`src/rtl/ln_lut_arbiter.sv`:
```
// Round-robin arbiter sharing one 1-cycle ln LUT among N_REQ requesters; optional LN_ARB_STATS_EN adds grant counters.
// Latency: accept in cycle t, LUT issue in t, result held in the requester's slot from t+2 (2 cycles).
// Backpressure: a requester is not granted while its slot is full and undrained or its own lookup is in flight.
module ln_lut_arbiter #(
    parameter int WIDTH = 32,
    parameter int N_REQ = 4,
    parameter int CNT_W = 16
) (
    input  logic                   clk,
    input  logic                   rst,
    input  logic [N_REQ-1:0]       req_valid,
    input  logic [N_REQ*WIDTH-1:0] req_x,
    output logic [N_REQ-1:0]       req_ready,
    output logic [N_REQ-1:0]       resp_valid,
    input  logic [N_REQ-1:0]       resp_ready,
    output logic [N_REQ*WIDTH-1:0] resp_ln,
    output logic                   lut_valid_in,
    output logic [WIDTH-1:0]       lut_x,
    input  logic                   lut_valid_out,
    input  logic [WIDTH-1:0]       lut_ln,
    output logic                   busy,
    output logic                   err,
    output logic [N_REQ*CNT_W-1:0] grant_cnt
);

    localparam int PTR_W = (N_REQ > 1) ? $clog2(N_REQ) : 1;

    // architectural state
    logic [PTR_W-1:0] ptr_q, ptr_d;
    logic             inflight_v_q, inflight_v_d;
    logic [PTR_W-1:0] inflight_id_q, inflight_id_d;
    logic [N_REQ-1:0] slot_full_q, slot_full_d;
    logic [WIDTH-1:0] slot_data_q [N_REQ];
    logic [WIDTH-1:0] slot_data_d [N_REQ];
    logic             err_q, err_d;

    // arbitration signals
    logic [N_REQ-1:0] inflight_oh;
    logic [N_REQ-1:0] elig;
    logic             gnt_vld;
    logic [PTR_W-1:0] gnt_id;
    logic [N_REQ-1:0] gnt_oh;
    logic [PTR_W-1:0] ptr_nxt;

    // decode the in-flight tag and work out who may be granted this cycle
    always_comb begin
        inflight_oh = '0;
        elig        = '0;
        for (int i = 0; i < N_REQ; i++) begin
            inflight_oh[i] = inflight_v_q && (int'(inflight_id_q) == i);
            // a full slot is only reusable if it is being drained this very cycle
            elig[i] = req_valid[i] && (!slot_full_q[i] || resp_ready[i]) && !inflight_oh[i];
        end
    end

    // first eligible index at or above ptr, wrapping around
    always_comb begin
        int               idx;
        int               nxt;
        logic [PTR_W-1:0] idx_w;
        idx     = 0;
        nxt     = 0;
        idx_w   = '0;
        gnt_vld = 1'b0;
        gnt_id  = '0;
        gnt_oh  = '0;
        for (int k = 0; k < N_REQ; k++) begin
            idx = int'(ptr_q) + k;
            if (idx >= N_REQ) begin
                idx = idx - N_REQ;
            end
            idx_w = idx[PTR_W-1:0];
            if (!gnt_vld && elig[idx_w]) begin
                gnt_vld = 1'b1;
                gnt_id  = idx_w;
            end
        end
        if (gnt_vld) begin
            gnt_oh[gnt_id] = 1'b1;
        end
        nxt = int'(gnt_id) + 1;
        if (nxt >= N_REQ) begin
            nxt = 0;
        end
        ptr_nxt = nxt[PTR_W-1:0];
    end

    // LUT issue port: operand of the granted requester, zero when idle
    always_comb begin
        lut_valid_in = gnt_vld;
        lut_x        = '0;
        for (int i = 0; i < N_REQ; i++) begin
            if (gnt_oh[i]) begin
                lut_x = req_x[i*WIDTH +: WIDTH];
            end
        end
    end

    assign req_ready = gnt_oh;

    // next-state: pointer advance, in-flight tag, slot drain/fill, error flag
    always_comb begin
        ptr_d         = ptr_q;
        inflight_v_d  = gnt_vld;
        inflight_id_d = inflight_id_q;
        slot_full_d   = slot_full_q & ~resp_ready;
        slot_data_d   = slot_data_q;
        err_d         = err_q;
        if (gnt_vld) begin
            ptr_d         = ptr_nxt;
            inflight_id_d = gnt_id;
        end
        if (lut_valid_out) begin
            if (inflight_v_q) begin
                // a returning result wins over a same-cycle drain of its slot
                for (int i = 0; i < N_REQ; i++) begin
                    if (inflight_oh[i]) begin
                        slot_full_d[i] = 1'b1;
                        slot_data_d[i] = lut_ln;
                    end
                end
            end else begin
                err_d = 1'b1;
            end
        end
    end

    // state register with synchronous reset
    always_ff @(posedge clk) begin
        if (rst) begin
            ptr_q         <= '0;
            inflight_v_q  <= 1'b0;
            inflight_id_q <= '0;
            slot_full_q   <= '0;
            err_q         <= 1'b0;
            for (int i = 0; i < N_REQ; i++) begin
                slot_data_q[i] <= '0;
            end
        end else begin
            ptr_q         <= ptr_d;
            inflight_v_q  <= inflight_v_d;
            inflight_id_q <= inflight_id_d;
            slot_full_q   <= slot_full_d;
            err_q         <= err_d;
            for (int i = 0; i < N_REQ; i++) begin
                slot_data_q[i] <= slot_data_d[i];
            end
        end
    end

    // pack the response slots onto the flat output bus
    always_comb begin
        resp_ln = '0;
        for (int i = 0; i < N_REQ; i++) begin
            resp_ln[i*WIDTH +: WIDTH] = slot_data_q[i];
        end
    end

    assign resp_valid = slot_full_q;
    assign busy       = inflight_v_q | (|slot_full_q);
    assign err        = err_q;

`ifdef LN_ARB_STATS_EN
    logic [CNT_W-1:0] cnt_q [N_REQ];
    logic [CNT_W-1:0] cnt_d [N_REQ];

    // a grant is always an accept, so count grants; hold at all-ones
    always_comb begin
        cnt_d = cnt_q;
        for (int i = 0; i < N_REQ; i++) begin
            if (gnt_oh[i] && (cnt_q[i] != {CNT_W{1'b1}})) begin
                cnt_d[i] = cnt_q[i] + CNT_W'(1);
            end
        end
    end

    // counter register with synchronous reset
    always_ff @(posedge clk) begin
        if (rst) begin
            for (int i = 0; i < N_REQ; i++) begin
                cnt_q[i] <= '0;
            end
        end else begin
            for (int i = 0; i < N_REQ; i++) begin
                cnt_q[i] <= cnt_d[i];
            end
        end
    end

    // pack the counters onto the flat output bus
    always_comb begin
        grant_cnt = '0;
        for (int i = 0; i < N_REQ; i++) begin
            grant_cnt[i*CNT_W +: CNT_W] = cnt_q[i];
        end
    end
`else
    assign grant_cnt = '0;
`endif

endmodule

```
`config.mk`:
```
export PLATFORM = sky130hd
export DESIGN_NAME = ln_lut_arbiter
export DESIGN_NICKNAME = d
export VERILOG_FILES = /design/src/rtl/ln_lut_arbiter.sv
export SDC_FILE = /design/constraint.sdc
export NUM_CORES = 1
export LEC_CHECK = 0
export BUFFER_PORTS_ARGS = -buffer_cell sky130_fd_sc_hd__buf_4
export CAP_MARGIN = 10
export CELL_PAD_IN_SITES_DETAIL_PLACEMENT = 1
export CELL_PAD_IN_SITES_GLOBAL_PLACEMENT = 2
export CORE_ASPECT_RATIO = 0.7
export CORE_MARGIN = 1.5
export CORE_UTILIZATION = 24
export CTS_BUF_LIST = sky130_fd_sc_hd__clkbuf_8
export DETAILED_ROUTE_END_ITERATION = 7
export GPL_TIMING_DRIVEN = 0
export PLACE_DENSITY_LB_ADDON = 0.05
export SLEW_MARGIN = 20
export SYNTH_ARGS = -nofsm -noshare
export SYNTH_HDL_FRONTEND = slang
export SYNTH_SLANG_ARGS = --single-unit
```
`constraint.sdc`:
```
create_clock -name clk -period 5.3 [get_ports clk]
set_clock_uncertainty 0.1 [all_clocks]
set_input_delay 1.06 -clock clk [delete_from_list [all_inputs] [get_ports clk]]
set_output_delay 1.06 -clock clk [all_outputs]
set_load 0.01 [all_outputs]
```
=== Word level (Yosys, flattened, before mapping) ===
Index checks and enable logic that the tools add are counted.

* Add/sub/neg operators: 8
* $lt $le $gt $ge: 11
* Equal/unequal tests: 3
* Muxes and demuxes: 34
* Bitwise gates (word level): 4
* Reductions and logical operators: 38

{| class="wikitable"
|+ Operators with widths
! cell !! number
|-
| $mux 32 || 4
|-
| $mux 2 || 9
|-
| $logic_and 1x1->1 || 16
|-
| $lt 2x3->1 const B || 5
|-
| $mux 1 || 13
|-
| $ge 3x3->1 const B || 4
|-
| $mux 4 || 3
|-
| $reduce_and 3->1 || 4
|-
| $logic_not 1->1 || 11
|-
| $bmux 1 s2 || 4
|-
| $sub 2x1->2 const B || 4
|-
| $add 2x1->3 const B || 2
|-
| $add 2x2->3 const B || 2
|-
| $and 4x4->4 || 1
|-
| $eq 2x2->1 const B || 2
|-
| $logic_or 1x1->1 || 4
|-
| $not 4->4 || 1
|-
| $reduce_or 4->1 || 1
|-
| $ge 2x3->1 const B || 1
|-
| $demux 1 s2 || 1
|-
| $eq 2x1->1 const B || 1
|-
| $ge 2x1->1 const B || 1
|-
| $logic_not 2->1 || 1
|-
| $reduce_and 2->1 || 1
|-
| other kinds (2) || 2
|}

* Register bits: 138
* Bits of input ports: 171
* Output and inout bits: 235
* Word-level logic and storage cells: 107

=== Logic depth before layout (Yosys ltp) ===
* Depth in word-level cells: 25
* Mapped depth: 14
* Gate-level depth less buffers: 11

=== Least setup slack after synthesis ===
OpenSTA, ideal clock, no wires.

* Kind: input -> output
* From: input port resp_ready[3]
* To: output port lut_x[27]
* Data arrival time: 3.071 ns
* Path slack: 1.069 ns
* Stages: 13
* Buffers on the path: 2
* Cells stage by stage: nand2b_1 and3_1 o221a_2 o21ai_2 inv_1 ha_1 clkbuf_1 clkbuf_1 and3b_1 a21oi_1 o21ai_0 mux2i_1 nor2_1

* Word-level cells in the longest chain between the ends: 24

{| class="wikitable"
|+ Ends and longest elaborated chain
! item !! RTL line !! text
|-
| start: declaration || 15 || <nowiki>input logic [N_REQ-1:0] resp_ready,</nowiki>
|-
| $logic_or 1x1->1 * || 52 || <nowiki>elig[i] = req_valid[i] && (!slot_full_q[i] || resp_ready[i]) && !inflight_oh[i];</nowiki>
|-
| $logic_and 1x1->1 * (2 in series) || 52 ||
|-
| $bmux 1 s2 || 73 || <nowiki>if (!gnt_vld && elig[idx_w]) begin</nowiki>
|-
| $mux 1 (implied by the code) || 73 ||
|-
| $mux 1 || 73 ||
|-
| $logic_not 1->1 || 73 ||
|-
| $logic_and 1x1->1 || 73 ||
|-
| $mux 1 || 73 ||
|-
| [... 6 more ...] || -- ||
|-
| net gnt_id[0] || 41 || <nowiki>logic [PTR_W-1:0] gnt_id;</nowiki>
|-
| $lt 2x3->1 (implied by the code) or $ge 2x1->1 (tied branches) || 79 || <nowiki>gnt_oh[gnt_id] = 1'b1;</nowiki>
|-
| $logic_and 1x1->1 (implied by the code) || 79 ||
|-
| $mux 1 (implied by the code) || 79 ||
|-
| $demux 1 s2 * || 79 ||
|-
| $mux 4 * || 78 || <nowiki>if (gnt_vld) begin</nowiki>
|-
| $mux 32 (3 in series) || 93 || <nowiki>if (gnt_oh[i]) begin</nowiki>
|-
| $mux 32 * || 93 ||
|-
| end: declaration || 18 || <nowiki>output logic [WIDTH-1:0] lut_x,</nowiki>
|}

Mark *: on every way through the listed nets, which the timed path passes. The rest lies on a longest branch. The select of a mux whose other input is x is not followed.

=== Worst setup path in the final report ===
* From: input port resp_ready[2]
* To: output port lut_x[15]

* Word-level cells in the longest chain between the ends: 24

{| class="wikitable"
|+ Ends and longest elaborated chain
! item !! RTL line
|-
| $logic_or 1x1->1 * || 52
|-
| $logic_and 1x1->1 * (2 in series) || 52
|-
| $bmux 1 s2 || 73
|-
| $mux 1 (implied by the code) || 73
|-
| $mux 1 || 73
|-
| $logic_not 1->1 || 73
|-
| $logic_and 1x1->1 || 73
|-
| $mux 1 || 73
|-
| [... 5 more ...] || --
|-
| $mux 2 || 73
|-
| $lt 2x3->1 (implied by the code) or $ge 2x1->1 (tied branches) || 79
|-
| $logic_and 1x1->1 (implied by the code) || 79
|-
| $mux 1 (implied by the code) || 79
|-
| $demux 1 s2 || 79
|-
| $mux 4 * || 78
|-
| $mux 32 (3 in series) || 93
|-
| $mux 32 * || 93
|}

Mark *: on every way between the ends. The rest lies on a longest branch, timed or not. The select of a mux whose other input is x is not followed.

==> results.cfg <==
[global_routing]
grt_max_degree = 17
grt.total_usage_pct = 20.57
grt_pass1_vias = 7359
grt_pass1_wl_um = 45220
grt_overflow = 0
grt_antenna_before_repair = 0

[yosys]
synth.area.top_cells = dfxtp_1, nand2_1, a21oi_1, buf_4, mux2i_1
synth_cells = 914
synthesis.area_mm2 = 0.006711
async_flop_share_pct = 0
synth_edf_count = 0
ys.flop_type = dfxtp_1
synth_top_cell_by_area = dfxtp_1
ys_types = 35
synthTopCellsByCount = nand2_1, a21oi_1, dfxtp_1, buf_4, clkbuf_1
yosysMostFrequentCell = nand2_1
seq_area_frac_synth_pct = 41.16
ys_ff_latch = 138
avgSynthCellArea_um2 = 7.343
netlist.area_leader.share_pct = 41.16
ys_warn_count = 0

[critical_path]
critical_path_class = in2out
slowest_stage = clkbuf_1
cpMostUsedCell = buf_4
critical-path-top-delay-family = buffers and inverters
path_buf_inv = 5
endpoint_kind = output port
arrival_ns = 3.87
path_cells = buf_4, nand2b_1, nand3_1, nor3b_1, o2bb2ai_1, ha_1, clkbuf_1, clkbuf_2, buf_2, a21oi_1, o21ai_0, mux2i_1, nor2_1, buf_4
required_ns = 4.14
crit_path_max_fanout = 10
slowest_delay_ns = 0.36
start_kind = input pin

[clocking]
numCtsBuffers = 17
cts_root_buffer = clkbuf_8
cts_hold_buf = 0
clock-sinks = 138
htree_levels = 4
cts_max_path_buffers = 2
postCtsSetupBuffers = 0
clkTransAtPathRegs_ns = 0.08
clk_latency_ns = 0.44
cts_tree = done

[timing]
timing.final.crit_share_pct = 94.82
worst_hold_slack_ns = 0.3579
final_hold_viol_count = 0
setup_viol = 0
timing.fmax_mhz = 199.0
slew_headroom_pct = 44.74
rsz0062_at_grt = no
worst_pin_slew_ns = 0.8290
drv_slew = 0
finalSetupTns_ns = 0
layout_min_cycle_time_ns = 5.025

[power]
max-vdd-ir-drop_mv = 0.1562
p_leak_nw = 4.760
power_density_mw_per_mm2 = 356.0

[final_layout]
post-route-util_pct = 38.49
antenna_cells = 0
drive_above_1_share_pct = 33.95
finalNetCount = 1511
synthToLayoutAreaGrowth_pct = 55.37

[detailed_routing]
drt_iter0_drc = 261
viasPerCell = 4.326
vias = 7411
final_antenna_net_count = 0
dr.pass1.iters = 4
drt-wirelength-per-cell_um = 17.71
drcViolationCount = 0
finalWirelength_um = 30350

[min_path]
hold_class = reg2reg

[floorplan]
die_area_mm2 = 0.02899
die_w_um = 202.9
dieHeight_um = 142.9
start_util_pct = 24.78
row_count = 50
placeableCoreArea_mm2 = 0.02709
pin_count = 406

[flow_run]
drv_cap = 0

[placement]
io_buffers = 340
gp_congestion = 0.8076
hpwl_um = 24160

[status]
status = finished clean
==> layer usage <==
layer	vias to the layer above	track usage (%)	share of wire, %
met5	-	0	0
met4	0	3.665	0.98
met3	19	5.728	6.8
met2	203	32.19	45
met1	3477	28.38	48
li1	3712	-	-
==> stage by stage <==
| step | setup slack, ns | std cells | power, W | area (µm²) |
|---|---|---|---|---|
| final | 0.2746 | 1713 | 0.003712 | 10430 |
| after global routing | 0.004643 | 1713 | 0.003953 | 10430 |
| after CTS | 0.09219 | 1713 | 0.003751 | 10430 |
| after detailed placement | 0.09423 | 1681 | 0.002717 | 9956 |
| after global placement | 0.1068 | 1681 | 0.002701 | 9956 |
| after floorplan | 1.069 | 977 | 0.001995 | 6948 |
==> what timing repair did <==
| action | in CTS | in global routing |
|---|---|---|
| setup endpoints to repair | 0 | 29 |
| gates resized for setup | 0 | 4 |
| endpoints found under the hold margin | 0 | 0 |
==> cell type report <==
type | instances | area (µm²)
multi-input combinational | 700 | 3388
timing repair buffer | 340 | 2552
clock inverter | 12 | 193.9
clock buffer | 20 | 275.3
inverter | 5 | 21.27
tap | 364 | 455.4
buffer | 134 | 778.2
sequential | 138 | 2763
fill | 3438 | 16660
==> path summary, 6_finish.rpt <==
check                           startpoint                        to  slack [ns]  cells past startpoint
max                          resp_ready[2]                 lut_x[15]        0.27                     14
min               resp_ln[52]$_SDFFE_PP0P_  resp_ln[52]$_SDFFE_PP0P_        0.36                      2
max reg2reg  inflight_id_q[0]$_SDFFE_PP0P_     ptr_q[1]$_SDFFE_PP0P_        2.99                      9
min reg2reg       resp_ln[52]$_SDFFE_PP0P_  resp_ln[52]$_SDFFE_PP0P_        0.36                      2
==> report_power, final <==
| part | switching [W] | internal, W | total (W) |
|---|---|---|---|
| combinational | 0.000859 | 0.000697 | 0.00156 |
| sequential | 0.0000335 | 0.00109 | 0.00112 |
| clock | 0.000438 | 0.000596 | 0.00103 |
| total | 0.00133 | 0.00238 | 0.00371 |
==> placed cells by master (no fill, tap or decap), types with 2 or more instances in the layout <==
cell	netlist	final
nor2_1	38	38
ha_1	4	4
clkinv_2	0	4
buf_4	67	407
inv_1	4	4
o221a_2	2	2
and2_1	6	6
a21oi_1	167	167
conb_1	1	64
clkinvlp_4	0	2
o21ai_1	4	4
nand3_1	3	3
mux2i_1	33	33
nand2_1	296	296
and3b_1	32	32
clkbuf_1	54	52
bufinv_16	0	5
clkbuf_2	0	2
nor3_1	2	2
and4_1	2	2
buf_2	11	11
nand4_1	2	2
clkbuf_8	0	20
nand2b_1	4	4
o21ai_0	30	30
dfxtp_1	138	138
==> tightest hold or removal path, cell delays in order (launching register included) <==
cell and delay, ns:
dfxtp_1 0.31, nand2_1 0.05, a21oi_1 0.05
==> flip-flops by register name, summed over array words and instances (netlist names) <==
signal,flops
inflight_id_q,2
err,1
resp_valid,4
resp_ln,128
inflight_v_q,1
ptr_q,2
==> cell families (layout without fill, tap and decap cells) <==
kind of cell             after synthesis  count (layout)  share of synthesized area (%)
multiplexers                          33              33                          4.922
adder cells (fa/ha/maj)                4               4                         0.7457
flip-flops                           138             138                          41.16
AND/OR/NAND/NOR                      392             392                          25.39
other                                  1              64                        0.05587
AO/OA/AOI/OAI                        207             207                          15.85
buffers and inverters                139             511                          11.88
Note: power is estimated with default switching activity, not from simulation.
